==> src/rtl/spike_window_classifier.sv <==
// -----------------------------------------------------------------------------
// spike_window_classifier
//
// Readout stage for the spiking network's output layer. A start request opens a
// fixed window of WINDOW cycles during which one saturating counter per class
// counts spikes. The counts are then scanned one class per cycle to find the
// winner. Index, count and tie flag are published with a one-cycle valid pulse.
//
// Ports:
//   clk_i        single clock, rising edge
//   rst_ni       synchronous active-low reset
//   start_i      begin-window request, honoured only while idle
//   spike_i      one spike bit per class, sampled during the window
//   class_o      winning class index (lowest index wins a tie)
//   max_count_o  spike count of the winning class
//   tie_o        another class matched the winning count
//   valid_o      one-cycle pulse when the three result outputs update
//   busy_o       high whenever a window, scan or publish is in progress
// -----------------------------------------------------------------------------
module spike_window_classifier #(
  parameter int NUM_CLASSES = 10,
  parameter int WIDTH_P     = 8,
  parameter int WINDOW      = 64,
  parameter int CLASS_W     = 4
) (
  input  logic                   clk_i,
  input  logic                   rst_ni,
  input  logic                   start_i,
  input  logic [NUM_CLASSES-1:0] spike_i,
  output logic [CLASS_W-1:0]     class_o,
  output logic [WIDTH_P-1:0]     max_count_o,
  output logic                   tie_o,
  output logic                   valid_o,
  output logic                   busy_o
);

  localparam int WIN_W = (WINDOW < 2) ? 1 : $clog2(WINDOW + 1);
  localparam logic [WIN_W-1:0]   WIN_LAST = WIN_W'(WINDOW - 1);
  localparam logic [CLASS_W-1:0] IDX_LAST = CLASS_W'(NUM_CLASSES - 1);
  localparam logic [WIDTH_P-1:0] CNT_MAX  = '1;

  typedef enum logic [1:0] {
    S_IDLE,
    S_ACCUM,
    S_SCAN,
    S_DONE
  } state_e;

  state_e               state_q, state_d;
  logic [WIN_W-1:0]     win_cnt_q, win_cnt_d;
  logic [CLASS_W-1:0]   scan_idx_q, scan_idx_d;
  logic [WIDTH_P-1:0]   count_q [NUM_CLASSES];
  logic [WIDTH_P-1:0]   count_d [NUM_CLASSES];
  logic [CLASS_W-1:0]   best_idx_q, best_idx_d;
  logic [WIDTH_P-1:0]   best_cnt_q, best_cnt_d;
  logic                 best_tie_q, best_tie_d;
  logic [CLASS_W-1:0]   class_q, class_d;
  logic [WIDTH_P-1:0]   max_count_q, max_count_d;
  logic                 tie_q, tie_d;
  logic                 valid_q, valid_d;
  logic [WIDTH_P-1:0]   cur_cnt;

  // Count of the class currently under scan.
  always_comb begin
    cur_cnt = '0;
    for (int i = 0; i < NUM_CLASSES; i++) begin
      if (scan_idx_q == CLASS_W'(i)) cur_cnt = count_q[i];
    end
  end

  // Next-state and datapath logic.
  always_comb begin
    // NOTE: every target gets a default here first so no path leaves a value
    // unassigned, which would otherwise infer a latch.
    state_d     = state_q;
    win_cnt_d   = win_cnt_q;
    scan_idx_d  = scan_idx_q;
    count_d     = count_q;
    best_idx_d  = best_idx_q;
    best_cnt_d  = best_cnt_q;
    best_tie_d  = best_tie_q;
    class_d     = class_q;
    max_count_d = max_count_q;
    tie_d       = tie_q;
    valid_d     = 1'b0;

    unique case (state_q)
      S_IDLE: begin
        if (start_i) begin
          state_d   = S_ACCUM;
          win_cnt_d = '0;
          for (int i = 0; i < NUM_CLASSES; i++) count_d[i] = '0;
        end
      end

      S_ACCUM: begin
        for (int i = 0; i < NUM_CLASSES; i++) begin
          if (spike_i[i] && (count_q[i] != CNT_MAX)) count_d[i] = count_q[i] + 1'b1;
        end
        if (win_cnt_q == WIN_LAST) begin
          state_d    = S_SCAN;
          scan_idx_d = '0;
        end else begin
          win_cnt_d = win_cnt_q + 1'b1;
        end
      end

      S_SCAN: begin
        // Strict greater-than keeps the lower index on equal counts.
        if (scan_idx_q == '0) begin
          best_idx_d = '0;
          best_cnt_d = cur_cnt;
          best_tie_d = 1'b0;
        end else if (cur_cnt > best_cnt_q) begin
          best_idx_d = scan_idx_q;
          best_cnt_d = cur_cnt;
          best_tie_d = 1'b0;
        end else if (cur_cnt == best_cnt_q) begin
          best_tie_d = 1'b1;
        end
        // The last class is folded in on the same edge that publishes.
        if (scan_idx_q == IDX_LAST) begin
          state_d     = S_DONE;
          class_d     = best_idx_d;
          max_count_d = best_cnt_d;
          tie_d       = best_tie_d;
          valid_d     = 1'b1;
        end else begin
          scan_idx_d = scan_idx_q + 1'b1;
        end
      end

      S_DONE: begin
        state_d = S_IDLE;
      end

      default: state_d = S_IDLE;
    endcase
  end

  always_ff @(posedge clk_i) begin
    // NOTE: sequential state uses non-blocking assignment so every register
    // samples the pre-edge values regardless of statement order.
    if (!rst_ni) begin
      state_q     <= S_IDLE;
      win_cnt_q   <= '0;
      scan_idx_q  <= '0;
      // NOTE: the counter bank is a handful of flops, not a RAM, so resetting
      // it is cheap and keeps an interrupted window from leaking counts.
      for (int i = 0; i < NUM_CLASSES; i++) count_q[i] <= '0;
      best_idx_q  <= '0;
      best_cnt_q  <= '0;
      best_tie_q  <= 1'b0;
      class_q     <= '0;
      max_count_q <= '0;
      tie_q       <= 1'b0;
      valid_q     <= 1'b0;
    end else begin
      state_q     <= state_d;
      win_cnt_q   <= win_cnt_d;
      scan_idx_q  <= scan_idx_d;
      count_q     <= count_d;
      best_idx_q  <= best_idx_d;
      best_cnt_q  <= best_cnt_d;
      best_tie_q  <= best_tie_d;
      class_q     <= class_d;
      max_count_q <= max_count_d;
      tie_q       <= tie_d;
      valid_q     <= valid_d;
    end
  end

  assign class_o     = class_q;
  assign max_count_o = max_count_q;
  assign tie_o       = tie_q;
  assign valid_o     = valid_q;
  assign busy_o      = (state_q != S_IDLE);

endmodule

==> config.mk <==
export PLATFORM = sky130hd
export DESIGN_NAME = spike_window_classifier
export DESIGN_NICKNAME = d
export VERILOG_FILES = /design/src/rtl/spike_window_classifier.sv
export SDC_FILE = /design/constraint.sdc
export NUM_CORES = 1
export LEC_CHECK = 0
export ABC_AREA = 1
export BUFFER_PORTS_ARGS = -buffer_cell sky130_fd_sc_hd__buf_4
export CAP_MARGIN = 40
export CORE_ASPECT_RATIO = 0.9
export CORE_MARGIN = 3
export CORE_UTILIZATION = 42
export DETAILED_ROUTE_END_ITERATION = 10
export PLACE_DENSITY = 0.55
export SLEW_MARGIN = 0
export SYNTH_ARGS = -nofsm -noshare
export SYNTH_HDL_FRONTEND = slang
export SYNTH_SLANG_ARGS = --single-unit
==> constraint.sdc <==
create_clock -name clk_i -period 6.7 [get_ports clk_i]
set_input_delay 1.34 -clock clk_i [delete_from_list [all_inputs] [get_ports clk_i]]
set_output_delay 1.34 -clock clk_i [all_outputs]
set_load 0.01 [all_outputs]
* Yosys cells after proc, flatten, opt, wreduce, memory -nomap -nowiden
Cells that the tools add are included.
** Operators by class
- Add/sub/neg operators :: 12
- Magnitude comparators :: 1
- Equality and inequality tests :: 39
- Multiplexer cells :: 40
- Reductions and logical operators :: 30
** Operator list (count)
- $mux W8 :: 22
- $pmux W80 S2 :: 1
- $add A8 B1 Y8 const B :: 10
- $mux W80 :: 1
- $ne A8 B8 Y1 const B :: 10
- $reduce_and A3 Y1 :: 13
- $ne A2 B2 Y1 const B :: 15
- $eq A4 B3 Y1 const B :: 4
- $mux W4 :: 4
- $mux W7 :: 2
- $pmux W7 S2 :: 1
- $logic_and A1 B1 Y1 :: 10
- $eq A4 B2 Y1 const B :: 2
- $eq A4 B4 Y1 const B :: 2
- $eq A8 B8 Y1 :: 1
- $gt A8 B8 Y1 :: 1
- $pmux W2 S4 :: 1
- $pmux W4 S2 :: 1
- $add A7 B1 Y7 const B :: 1
- $eq A7 B6 Y1 const B :: 1
- $mux W2 :: 3
- $reduce_bool A2 Y1 :: 3
- $add A4 B1 Y4 const B :: 1
- $eq A2 B2 Y1 const B :: 2
- 6 further kinds :: 10
** Word-level totals
- Flip-flop bits (word level) :: 120
- Input port bits :: 13
- Output and inout port bits :: 15

* Longest topological paths before layout
Gate-level depths: netlist of the first run.
- Depth after elaboration :: 15
- Depth in mapped cells :: 28
- Gate-level depth less buffers :: 27

* Worst setup path after synthesis of the first run
No wires, ideal clock.
- Kind :: register to register
- Start point :: reg scan_idx_q[0]
- End point :: reg best_cnt_q[4]
- Library setup time :: 0.109 ns
- Data arrival time :: 2.756 ns
- Required time :: 6.591 ns
- Setup slack :: 3.835 ns
- Stages on the path, launching flop included :: 29
- Path buffers :: 1
- Clock period less this slack :: 2.865 ns
- Path through :: dfxtp_1 inv_1 ha_1 inv_1 nor2_4 inv_2 buf_6 o21ai_2 inv_1 nand2_1 nand2_1 nand2_1 nand2_1 nand3_1 nand3b_1 nand2_1 inv_1 ha_1 nand2_1 o21ai_0 nand2_1 o211ai_1 nand2_1 nand2_1 inv_1 nand2_1 nand3_1 nand2_1 inv_1
** Between the ends
- Cells in the longest elaborated chain, start to end :: 14
** RTL lines
- start: declaration :: RTL line 51 : logic [CLASS_W-1:0] scan_idx_q, scan_idx_d;
- start signal: assignment :: RTL line 161 : scan_idx_q <= scan_idx_d;
- $logic_not A4 Y1 :: RTL line 67, 110
- $mux W8 (10 in a row) :: RTL line 67 : if (scan_idx_q == CLASS_W'(i)) cur_cnt = count_q[i];
- $gt A8 B8 Y1 :: RTL line 114 : end else if (cur_cnt > best_cnt_q) begin
- $mux W8 :: RTL line 114
- $mux W8 (*) :: RTL line 110 : if (scan_idx_q == '0) begin
- end signal: assignment :: RTL line 164 : best_cnt_q <= best_cnt_d;
- end: declaration :: RTL line 55 : logic [WIDTH_P-1:0] best_cnt_q, best_cnt_d;
Mark *: on every way between the ends. The rest lies on a longest branch, timed or not.
A chain may end at the register's enable or synchronous reset.

* Final worst setup path of the first run
- Start point :: reg scan_idx_q[0]
- End point :: reg max_count_q[4], in the netlist max_count_o[4]
** Between the ends
- Cells in the longest elaborated chain, start to end :: 14
** RTL lines
- $logic_not A4 Y1 :: RTL line 67, 110
- $mux W8 (10 in a row) :: RTL line 67
- $gt A8 B8 Y1 :: RTL line 114
- $mux W8 :: RTL line 114
- $mux W8 :: RTL line 110
- end signal: assignment :: RTL line 167 : max_count_q <= max_count_d;
- end: declaration :: RTL line 58 : logic [WIDTH_P-1:0] max_count_q, max_count_d;
Several ways; a longest one is shown, not always the timed one.

==> run summary, run 1 <==
The run finished with clean final reports. For the final critical-path setup slack, the log shows 2.98 ns. The area share of the largest cell type after synthesis is 0.355, and the count of distinct cell types in the synthesized netlist is 43.

The number of I/O port buffers is 27. Once detailed placement completed, the half-perimeter wirelength came to 13000 microns. The sum of negative setup slack was 0 ns; the maximum fanout along the worst path was 13. The logs give 0.42 ns for the clock latency on the worst-skew pair and 0 for the number of buffers added to fix hold violations after cts. The final layout contains routed wiring with a total length of 17800 microns. The aggregate global routing overflow is 0, and the number of vias per cell is 5.04. The synthesized area per cell was 6.86 sq um. The congestion estimate from routability-driven global placement came to 0.844.

Global routing met2 resource utilization: 0.304. The number of flops mapped to enable cells by yosys was 0; the internal power contribution was 1.62 mW. The area growth from synthesis to layout is 13.5%. After the first detailed-routing iteration, the DRC count stood at 463. In this run the power density over the cells is 353 nW/um^2. At the worst endpoint, the required time is 7.02 ns.

Number of global-route vias before repair: 5845. In the synthesized netlist the dominant register cell turns out to be dfxtp_1. The switching portion of total power was 0.400; the filler cell count in the final layout was 1627.

The tools report the boundary pin count as 28. By startpoint and endpoint, the worst setup path is classified as flip-flop to flip-flop. The logs give 0 for the number of hold-slack violations in the final timing report and 0.354 for the relative contribution of combinational cells to total power.

The met3 track demand over resource came out at 0.0400. The number of standard cells in the final layout excluding fillers came out at 1222. The max-capacitance violation count is 0. Counting every instance in the synthesized netlist gives 985.

The number of levels in the clock H-tree came out at 4. Type of destination of the critical path: a flip-flop. The design draws 2.71 mW. The root buffer cell chosen for the clock tree is clkbuf_16. Setup repair after global routing left no endpoint under its margin.

The floorplan step defined a core boundary enclosing 15600 sq um. The largest buffer count on any clock path was 2. TritonCTS built the clock tree. The vertical extent of the die is 126 microns, and the total setup violations reported at the end of the flow is 0. Cell taking the most area after synthesis: dfxtp_1.

Prior to clock tree synthesis, the placed netlist has a worst setup slack of 2.74 ns. The pin count of the biggest net entering global routing is 38, and the buffers inserted during post-CTS setup optimization is 0. The floorplan has 43 rows.

Counting instances in the post-synthesis netlist gives the leading cell types as 201 x nand2_1, 139 x inv_1, 120 x dfxtp_1. The tools report the first-pass GRT wire length as 29900 microns. The number of antenna diodes in the final layout is 0. The number of antenna violations at the first check in global routing was 0; the maximum frequency from static timing analysis was 269 MHz. The logs give 17700 sq um for the die footprint and 0 for the post-cts sizing count.

The length of the first detailed-routing pass in iterations was 5; the residual DRC count was 0. The tightest slew margin relative to the limit was 0.459. The run gives 0.355 as the portion of the post-synthesis area used by sequential elements. The post-synthesis net count was 1025; the warning count from the yosys run was 0. Leakage power figure: 3.13 nW. Sorting the synthesized cells by area gives the leading types as dfxtp_1 36%, nand2_1 11%, a21oi_1 8.1%. The average wire length per cell after detail routing is 14.5 microns. The number of sinks handled by clock tree synthesis is 120.

The number of flip-flops and latches in the synthesized netlist works out to 120. For the initial core utilization, the log shows 0.433. The met1 routing resource usage after global routing is 0.315. The clock-pin transition on the worst setup and hold timing paths came out at 0.05 ns.

Share of total power in the clock network: 0.341. At the pin with the least slew margin, the transition time is 0.808 ns. Highest-utilization routing layer at the global route stage: met1. The width of the die came out at 140 microns. The fraction of registers with async set or reset after synthesis works out to 0. The worst clock skew on the final layout is 0.00576 ns.

The detail route stage leaves a number of antenna-violating nets equal to 0. Once placement completed, the tool counted placed cells totaling 1192. The length in cells of the worst reg-to-reg path is 26. Part of the cycle the worst path needs: 0.556. The max-slew violation count was 0; the via total after detailed routing was 6156. Post-synth design cell area: 6760 sq um. The final net count was 1049; the all-layer global routing usage was 0.209. The number of clock buffers added by TritonCTS is 17. The data arrival at the endpoint of the critical path was 4.04 ns. The run gives 0.305 as the portion of total power attributed to sequential cells. The worst hold path belongs to the class flip-flop to flip-flop. The worst-case IR drop observed on VDD is 0.238 mV. The smallest clock period supported by the final layout is computed as 3.72 ns.

The hold path depth came out at 1. nand2_1 is the most common cell in the netlist. In this run the power spent charging and discharging nets is 1.08 mW. The worst setup path is launched from a flip-flop. The share of final-layout standard cells stronger than drive strength 1 works out to 0.131.
-- layout make-up --
type | instances | area (sq um) | share of cell area
Timing Repair Buffer | 29 | 225 | 0.0293
Inverter | 161 | 608 | 0.0792
Sequential cell | 120 | 2400 | 0.313
Clock buffer | 22 | 494 | 0.0644
Tap cell | 202 | 253 | 0.0329
Multi-Input combinational cell | 680 | 3600 | 0.469
Clock inverter | 8 | 95.1 | 0.0124
-- logic make-up after synthesis --
group	count (synthesis)	synth area share
adder cells (fa/ha/maj)	27	0.0500
flip-flops	120	0.355
AO/OA/AOI/OAI	218	0.180
AND/OR/NAND/NOR	432	0.298
buffers and inverters	185	0.113
XOR/XNOR	3	0.00389
-- placed cells by master (no fill, tap or decap), types with 2 or more instances in the layout --
cell type	netlist	routed
inv_2	19	19
nor2_2	11	11
a211oi_1	5	5
o21ai_0	68	68
nand3b_1	5	5
inv_1	139	139
nor3_1	30	30
nand4_1	7	7
nand3_2	4	4
clkbuf_8	0	5
and3_1	3	3
dfxtp_1	120	120
clkbuf_16	0	17
nor3_2	2	2
o21ai_1	8	8
nand2_4	2	2
nor2_1	50	50
or2_2	2	2
a211oi_2	5	5
clkinvlp_4	0	2
o21ai_2	5	5
nand2_2	12	12
nand3_1	91	91
bufinv_16	0	2
nor2_4	8	8
ha_1	27	27
nand2_1	201	201
a21oi_1	110	110
xor2_1	3	3
clkinv_2	1	5
buf_4	1	28
o21a_1	8	8
o211ai_1	6	6
-- sequential cells by signal, summed over array words and instances, names as in the netlist --
signal,count
count_q,80
valid_o,1
scan_idx_q,4
state_q,2
best_cnt_q,8
max_count_o,8
class_o,4
best_tie_q,1
tie_o,1
win_cnt_q,7
best_idx_q,4
-- worst max-delay path: stages, from the launching register on --
cell and delay, ns:
dfxtp_1 0.39, inv_1 0.13, ha_1 0.23, inv_1 0.15, nor2_4 0.07, inv_2 0.18, nand3_1 0.12, nand2_1 0.11
nand2_1 0.06, nand2_1 0.07, nand2_1 0.08, nand3_1 0.11, nand3b_1 0.14, nand2_1 0.09, inv_1 0.04, ha_1 0.29
a21oi_1 0.07, o21ai_0 0.17, nand2_1 0.08, o211ai_1 0.09, nand2_1 0.10, nand2_1 0.27, inv_1 0.23, nand2_1 0.13
nand3_1 0.09, nand2_1 0.10, inv_1 0.03
-- per-stage QoR --
stage                      util  cell area (sq um)  hold slack, ns
after global placement    0.453               7070           0.462
after CTS                 0.492               7670           0.476
after floorplan               -               6760           0.444
after detailed placement  0.454               7080           0.470
after global routing      0.492               7670           0.493
final                     0.492               7670           0.473
-- metal layers --
metal	vias to the layer above	routed length (microns)
li1	3290	-
met4	0	214
met2	101	7230
met1	2749	9700
met3	16	608
met5	-	0
-- power groups by stage --
| stage | Clock, mW | Combinational, mW | Sequential (mW) |
|---|---|---|---|
| global route | 0.966 | 1.09 | 0.834 |
| global placement | 0 | 0.955 | 0.841 |
| detailed placement | 0 | 0.959 | 0.840 |
| finish | 0.922 | 0.958 | 0.826 |
| CTS | 0.937 | 0.964 | 0.826 |
| floorplan | 0 | 0.723 | 0.825 |
-- worst paths after layout --
path,end,slack [ns],from
min reg2reg,count_q[53],0.47,count_q[53]
max,max_count_o[4],2.98,scan_idx_q[0]
min,count_q[53],0.47,count_q[53]
max reg2reg,max_count_o[4],2.98,scan_idx_q[0]
Power figures use the tool's default switching activity.
==> inputs of run 2 (changes only) <==
- PLACE_DENSITY: 0.55 -> 0.57
- clock period: 6.7 -> 3.1 ns (I/O delays scaled with it)
==> run 2 against run 1 <==
  * Sequential share of layout area down 2.7 points
  * Sequential cell count did not move
  * Clock power grew 150%
  * Combinational power rose to 2.6 times the previous value
  * Non-clock buffer count up 44
  * Critical endpoint is now best_cnt_q[5]
  * Highest routed layer unchanged
==> run summary, run 2 (synthesis gave the netlist of run 1 again) <==
The run finished with clean final reports. The number of antenna violations at the first check in global routing is 0. Prior to clock tree synthesis, the placed netlist has a worst setup slack of -0.141 ns.

The logs give 0.698 for the tightest slew margin relative to the limit and 17700 sq um for the die footprint. Portion of total power attributed to sequential cells: 0.272. The max-slew violation count is 0. The sum of routed wire length over all layers was 18200 microns; the average wire length per cell after detail routing was 14.4 microns. All-layer global routing usage: 0.206. Counting every sink on the clock net gives 120. Cell row count: 43.

The type of destination of the critical path is a flip-flop. For the clock latency on the worst-skew pair, the log shows 0.42 ns. Leaving out fill and tap cells, the most frequent cell in the layout is nand2_1. In this run the remaining antenna-violating nets after routing total 0. The tools report the data arrival at the endpoint of the critical path as 3.38 ns. Setup repair after global routing could not meet its margin everywhere. In the layout the commonest cells are 186 x nand2_1, 132 x inv_1, 116 x dfxtp_1. For this run, the post-layout net count is 1093. The type of origin of the critical path was a flip-flop.

The placer congestion estimate came out at 0.860. The register with the most flip-flops in the layout has 80 of them. The number of inserted diodes is 0.

TritonCTS built the clock tree. Counting I/O delays and the setup requirement, the final critical path takes 3.06 ns. The switching portion of total power is 0.378.

Port buffering added 27 buffers. For the number of levels in the clock H-tree, the log shows 4. In the routed design, unresolved DRC markers number 0. In this run the deepest clock path goes through 2 buffers. For the pin with the worst max-slew slack, the measured transition is 0.453 ns.

The vertical extent of the die works out to 126 microns. Among all stages on the critical path, the largest delay is contributed by dfxtp_4. After clock tree synthesis, the clock-pin slew on the worst setup and hold paths is 0.05 ns. Compared with the post-synthesis result, the final layout area differs by 24.4%. The worst path meets setup with 0.0421 ns of slack. Counting the buffers created by CTS gives 17.

The count of routing violations after the opening detailed-route iteration is 409. For the number of global-route vias before repair, the log shows 5748. For the aggregate global routing overflow, the log shows 0. The tools report the share of total power in the clock network as 0.344. For the number of hold-slack violations in the final timing report, the log shows 0. Summed over all nets, the half-perimeter wirelength after detailed placement is 13000 microns. The analysis attributes to net switching a power of 2.50 mW. The tools report the leakage power figure as 3.49 nW.

The tools report the maximum frequency from static timing analysis as 327 MHz. The tools report the initial core utilization as 0.433. In this run the worst path has a maximum fanout of 6. The tool flagged a number of max-cap violations equal to 0. The first detailed-routing pass ran for 5 iterations. The first global-routing pass estimated 29400 microns of wire. Setup violations remaining at the end of the flow were counted as 0. For the final database, setup skew stands at 0.0102 ns. The area inside the core boundary was 15600 sq um; the sum of negative setup slack was 0 ns.

Most numerous cell on the critical path: nand2_2. Power spread over the standard cell area amounts to 786 nW/um^2. The part of the cycle the worst path needs came out at 0.986. The total power consumption of the routed design came out at 6.61 mW.

Root cell of the clock tree: clkbuf_16. The register with the most flip-flops in the final layout is count_q. The biggest cell delay along the critical path is 0.37 ns, and the boundary pin count is 28. The maximum VDD drop was 0.662 mV.

The worst hold path class is flip-flop to flip-flop. The logs give 4.11 mW for the internal power contribution and 0 for the number of buffers added to fix hold violations after cts. The share of final-layout standard cells stronger than drive strength 1 was 0.215; the utilization after layout was 0.539.

The startpoint-to-endpoint class of the critical path was flip-flop to flip-flop. Entering global routing, the biggest net connects 30 pins. Via total after detailed routing: 6399. The number of vias per cell was 5.05. For the relative contribution of combinational cells to total power, the log shows 0.383. Data on the critical path is required at its endpoint by 3.42 ns.

The width of the die was 140 microns.
[run 2: cell count changes in the layout (fill, tap and decap cells not counted), moves of 6 or more]
cell	before	now
nand2_2	12	20
buf_4	28	66
inv_1	139	132
nand2_1	201	186
nand3_2	4	19
nand3_1	91	75
ha_1	27	20
ha_4	0	6
nand2_4	2	9
[run 2: worst paths after layout]
kind              cells after the start  slack, ns           from             to
hold / removal                        1       0.48   win_cnt_q[6]   win_cnt_q[6]
setup / recovery                     29       0.04  scan_idx_q[0]  best_cnt_q[5]
hold reg to reg                       1       0.48   win_cnt_q[6]   win_cnt_q[6]
setup reg to reg                     29       0.04  scan_idx_q[0]  best_cnt_q[5]
[run 2: repair_timing]
action                                  4_1_cts  5_1_grt
buffers inserted                              1        8
endpoints found under the setup margin       26       26
gates resized for setup                      11       74
pin swaps                                     3       31
endpoints found under the hold margin         0        0
[run 2: power by group through the flow]
stage / Combinational [mW] / Sequential [mW] / Clock [mW]
6_report: 2.53 / 1.80 / 2.27
5_1_grt: 2.81 / 1.82 / 2.37
4_1_cts: 2.24 / 1.78 / 2.31
3_5_place_dp: 2.20 / 1.81 / 0
3_3_place_gp: 2.19 / 1.81 / 0
2_1_floorplan: 1.56 / 1.78 / 0
[run 2: worst max-delay path, delay by kind of cell, from the launching register on]
family          cells  cell delay [ns]
fa+ha+maj           2             0.40
flops               1             0.37
compound gates      4             0.39
simple gates       14             1.14
buf+inv             9             0.65
[run 2: area by class of cell]
class,instances,area (sq um)
Clock buffer,24,482
Sequential cell,120,2410
Multi-Input combinational cell,680,3860
Fill cell,1492,7190
Clock inverter,8,190
Timing Repair Buffer,73,592
Inverter,161,626
Tap cell,202,253
[run 2: stage by stage]
step | cell area [sq um] | hold slack [ns] | instances
floorplan | 6760 | 0.444 | 985
global placement | 7360 | 0.461 | 1227
detailed placement | 7360 | 0.471 | 1227
CTS | 8070 | 0.479 | 1260
global route | 8410 | 0.493 | 1268
finish | 8410 | 0.478 | 1268
[run 2: per-layer routing]
metal	vias up	track usage	share of wire
li1	3377	-	-
met1	2877	0.312	0.52
met2	127	0.299	0.42
met3	18	0.0366	0.045
met4	0	0.0587	0.012
met5	-	0	0
==> inputs of run 3 (changes only) <==
==> constraint.sdc (replaced) <==
create_clock -name clk_i -period 3.1 [get_ports clk_i]
set_input_delay 0.465 -clock clk_i [delete_from_list [all_inputs] [get_ports clk_i]]
set_output_delay 0.465 -clock clk_i [all_outputs]
set_load 0.01 [all_outputs]
==> run 3 against run 2 <==
  * Non-clock buffer count is 26 higher
  * Count of clock-buffer cells in the layout down 5
  * Via count grew 3.2%
  * Sequential share of layout area shrank 0.48 points
  * Maximum frequency fell by 3.6%
  * The run now ends with negative setup slack left
  * Global-route usage increased by 0.70 points
  * Power shrank 2.3%
  * Final area rose by 1.7%
  * Routed wire length up 4.5%
==> run summary, run 3 (synthesis gave the netlist of run 1 again) <==
The flow ran to the end, but the final reports show violations. The checks that failed: negative setup slack. Across the whole layout, storage elements account for 2410 sq um.

The final critical-path setup slack was -0.0731 ns; the final HPWL from detailed placement was 13200 microns. Setup violations remaining at the end of the flow were counted as 8. In this run the remaining antenna-violating nets after routing total 0. From synthesis to final layout, the design area changed by 26.5%.

Measured along the y axis, the die boundary spans 126 microns. The run gives 2 as the largest buffer count on any clock path. The maximum VDD drop is 0.472 mV. The part of the cycle the worst path needs works out to 1.02. Startpoint-to-endpoint class of the critical path: flip-flop to flip-flop. The most numerous cell on the critical path is buf_4. The tools report the number of hold-slack violations in the final timing report as 0. Of all nets on the critical path, the largest fanout is 13. The portion of total power attributed to sequential cells was 0.279. The number of I/O port buffers came out at 27.

The tools report the max-slew violation count as 0. The register with the most flip-flops in the layout has 80 of them. Number of vias per cell: 5.10. The tightest slew margin relative to the limit is 0.557. The tools report the root cell of the clock tree as clkbuf_16.

Setup total negative slack on the finished layout was measured at -0.152 ns. The relative contribution of combinational cells to total power is 0.421. count_q holds more flip-flops than any other register. The tools report the boundary pin count as 28. Setup repair after global routing could not meet its margin everywhere. The floorplan step defined a die boundary enclosing 17700 sq um.

The switching portion of total power was 0.406; the final net count was 1119. Measured along the x axis, the die boundary spans 140 microns. The library cell used most frequently in the layout, excluding fill and tap cells, is nand2_1. The final route contains 6604 vias.

Cell internal power was estimated by the tool at 3.84 mW. Summed over all layers, the global routing overflow is 0. STA classifies the critical path startpoint as a flip-flop. The clock drives 120 sinks. In this run the number of H-tree levels came out at 4. The number of hold buffers added after CTS was 0.

Subtracting the final worst setup slack from the clock period gives 3.17 ns. The initial core utilization is 0.433, and the net switching power figure is 2.62 mW. For the clock latency on the worst-skew pair, the log shows 0.42 ns. The pin count of the biggest net entering global routing was 38; the utilization after layout was 0.548. After clock tree synthesis, the clock-pin slew on the worst setup and hold paths is 0.06 ns. For the final database, setup skew stands at 0.00931 ns. The run gives 19000 microns as the sum of routed wire length over all layers. STA classifies the critical path endpoint as a flip-flop. In this design, the stage delay of the slowest critical-path cell is 0.37 ns. The total power per unit cell area came out at 755 nW/um^2.

Leaving out fill and tap cells, the most frequent cells in the layout are 181 x nand2_1, 131 x inv_1, 116 x dfxtp_1. For the max-capacitance violation count, the log shows 0. The required time at the worst-slack endpoint is 3.41 ns, and the first-pass GRT wire length is 30400 microns. TritonCTS built the clock tree.

For the pin with the worst max-slew slack, the measured transition is 0.663 ns. The filler cell count in the final layout was 1506; the share of total power in the clock network was 0.300. The tools report the total area of multi-input combinational cells as 3900 sq um. The count of routing violations after the opening detailed-route iteration is 474, and the residual DRC count is 0.

Row generation in the floorplan step produced 43 rows. The total CTS buffers came out at 17. The data arrival at the endpoint of the critical path is 3.49 ns, and the length of the first detailed-routing pass in iterations is 5. After detailed routing, the average wire length per cell comes to 14.7 microns. The core region is 15600 sq um. The analysis attributes to cell leakage a power of 3.60 nW. Timing would allow up to 315 MHz.

Routability-driven placement finished with a final weighted congestion of 0.851. The share of final-layout standard cells stronger than drive strength 1 came out at 0.245. The tools report the number of global-route vias before repair as 5994. The worst hold path belongs to the class input port to flip-flop. The number of inserted diodes is 0.

The all-layer global routing usage was 0.213; the number of antenna violations at the first check in global routing was 0. The largest individual stage delay along the critical path comes from the cell dfxtp_2.
## run 3: area by class of cell
cell class,count,share of cell area
Clock buffer,19,0.0518
Clock inverter,13,0.0151
Inverter,161,0.0731
Multi-Input combinational cell,680,0.456
Sequential cell,120,0.282
Tap cell,202,0.0295
Timing Repair Buffer,99,0.0925
## run 3: critical path: cells and delay by family (launching register included)
kind	cells	cell delay [ns]
simple gates	10	0.81
fa+ha+maj	1	0.23
compound gates	1	0.04
flops	1	0.37
buf+inv	14	1.61
## run 3: worst paths after layout
check | end | startpoint | slack (ns) | cells past startpoint
max | max_count_o[3] | scan_idx_q[1] | -0.07 | 26
min | count_q[54] | spike_i[3] | 0.44 | 4
max reg2reg | max_count_o[3] | scan_idx_q[1] | -0.07 | 26
min reg2reg | class_o[1] | class_o[1] | 0.47 | 2
## run 3: power groups by stage
| stage | Combinational [mW] | Sequential, mW | Clock, mW |
|---|---|---|---|
| 2_1_floorplan | 1.56 | 1.78 | 0 |
| 3_3_place_gp | 2.18 | 1.81 | 0 |
| 3_5_place_dp | 2.18 | 1.81 | 0 |
| 4_1_cts | 2.31 | 1.78 | 1.97 |
| 5_1_grt | 2.99 | 1.82 | 2.04 |
| 6_report | 2.72 | 1.80 | 1.93 |
## run 3: through the flow
step | setup WS (ns) | power [mW] | hold slack (ns) | cells | area [sq um]
final | -0.0731 | 6.46 | 0.439 | 1294 | 8550
after detailed placement | -0.128 | 3.99 | 0.475 | 1227 | 7370
after CTS | 0.000125 | 6.06 | 0.427 | 1278 | 8140
after global placement | -0.116 | 3.99 | 0.462 | 1226 | 7340
after floorplan | 0.235 | 3.35 | 0.444 | 985 | 6760
after global routing | -0.220 | 6.86 | 0.461 | 1294 | 8550
## run 3: timing repair
item                                    4_1_cts  5_1_grt
gates resized for setup                      17       76
buffers inserted                             19       16
endpoints found under the setup margin       26       26
pin swaps                                     6       38
## run 3: metal layers
metal	part of all wire	GRT usage
met2	0.43	0.316
met5	0	0
met1	0.52	0.319
met3	0.041	0.0445
met4	0.011	0.0456
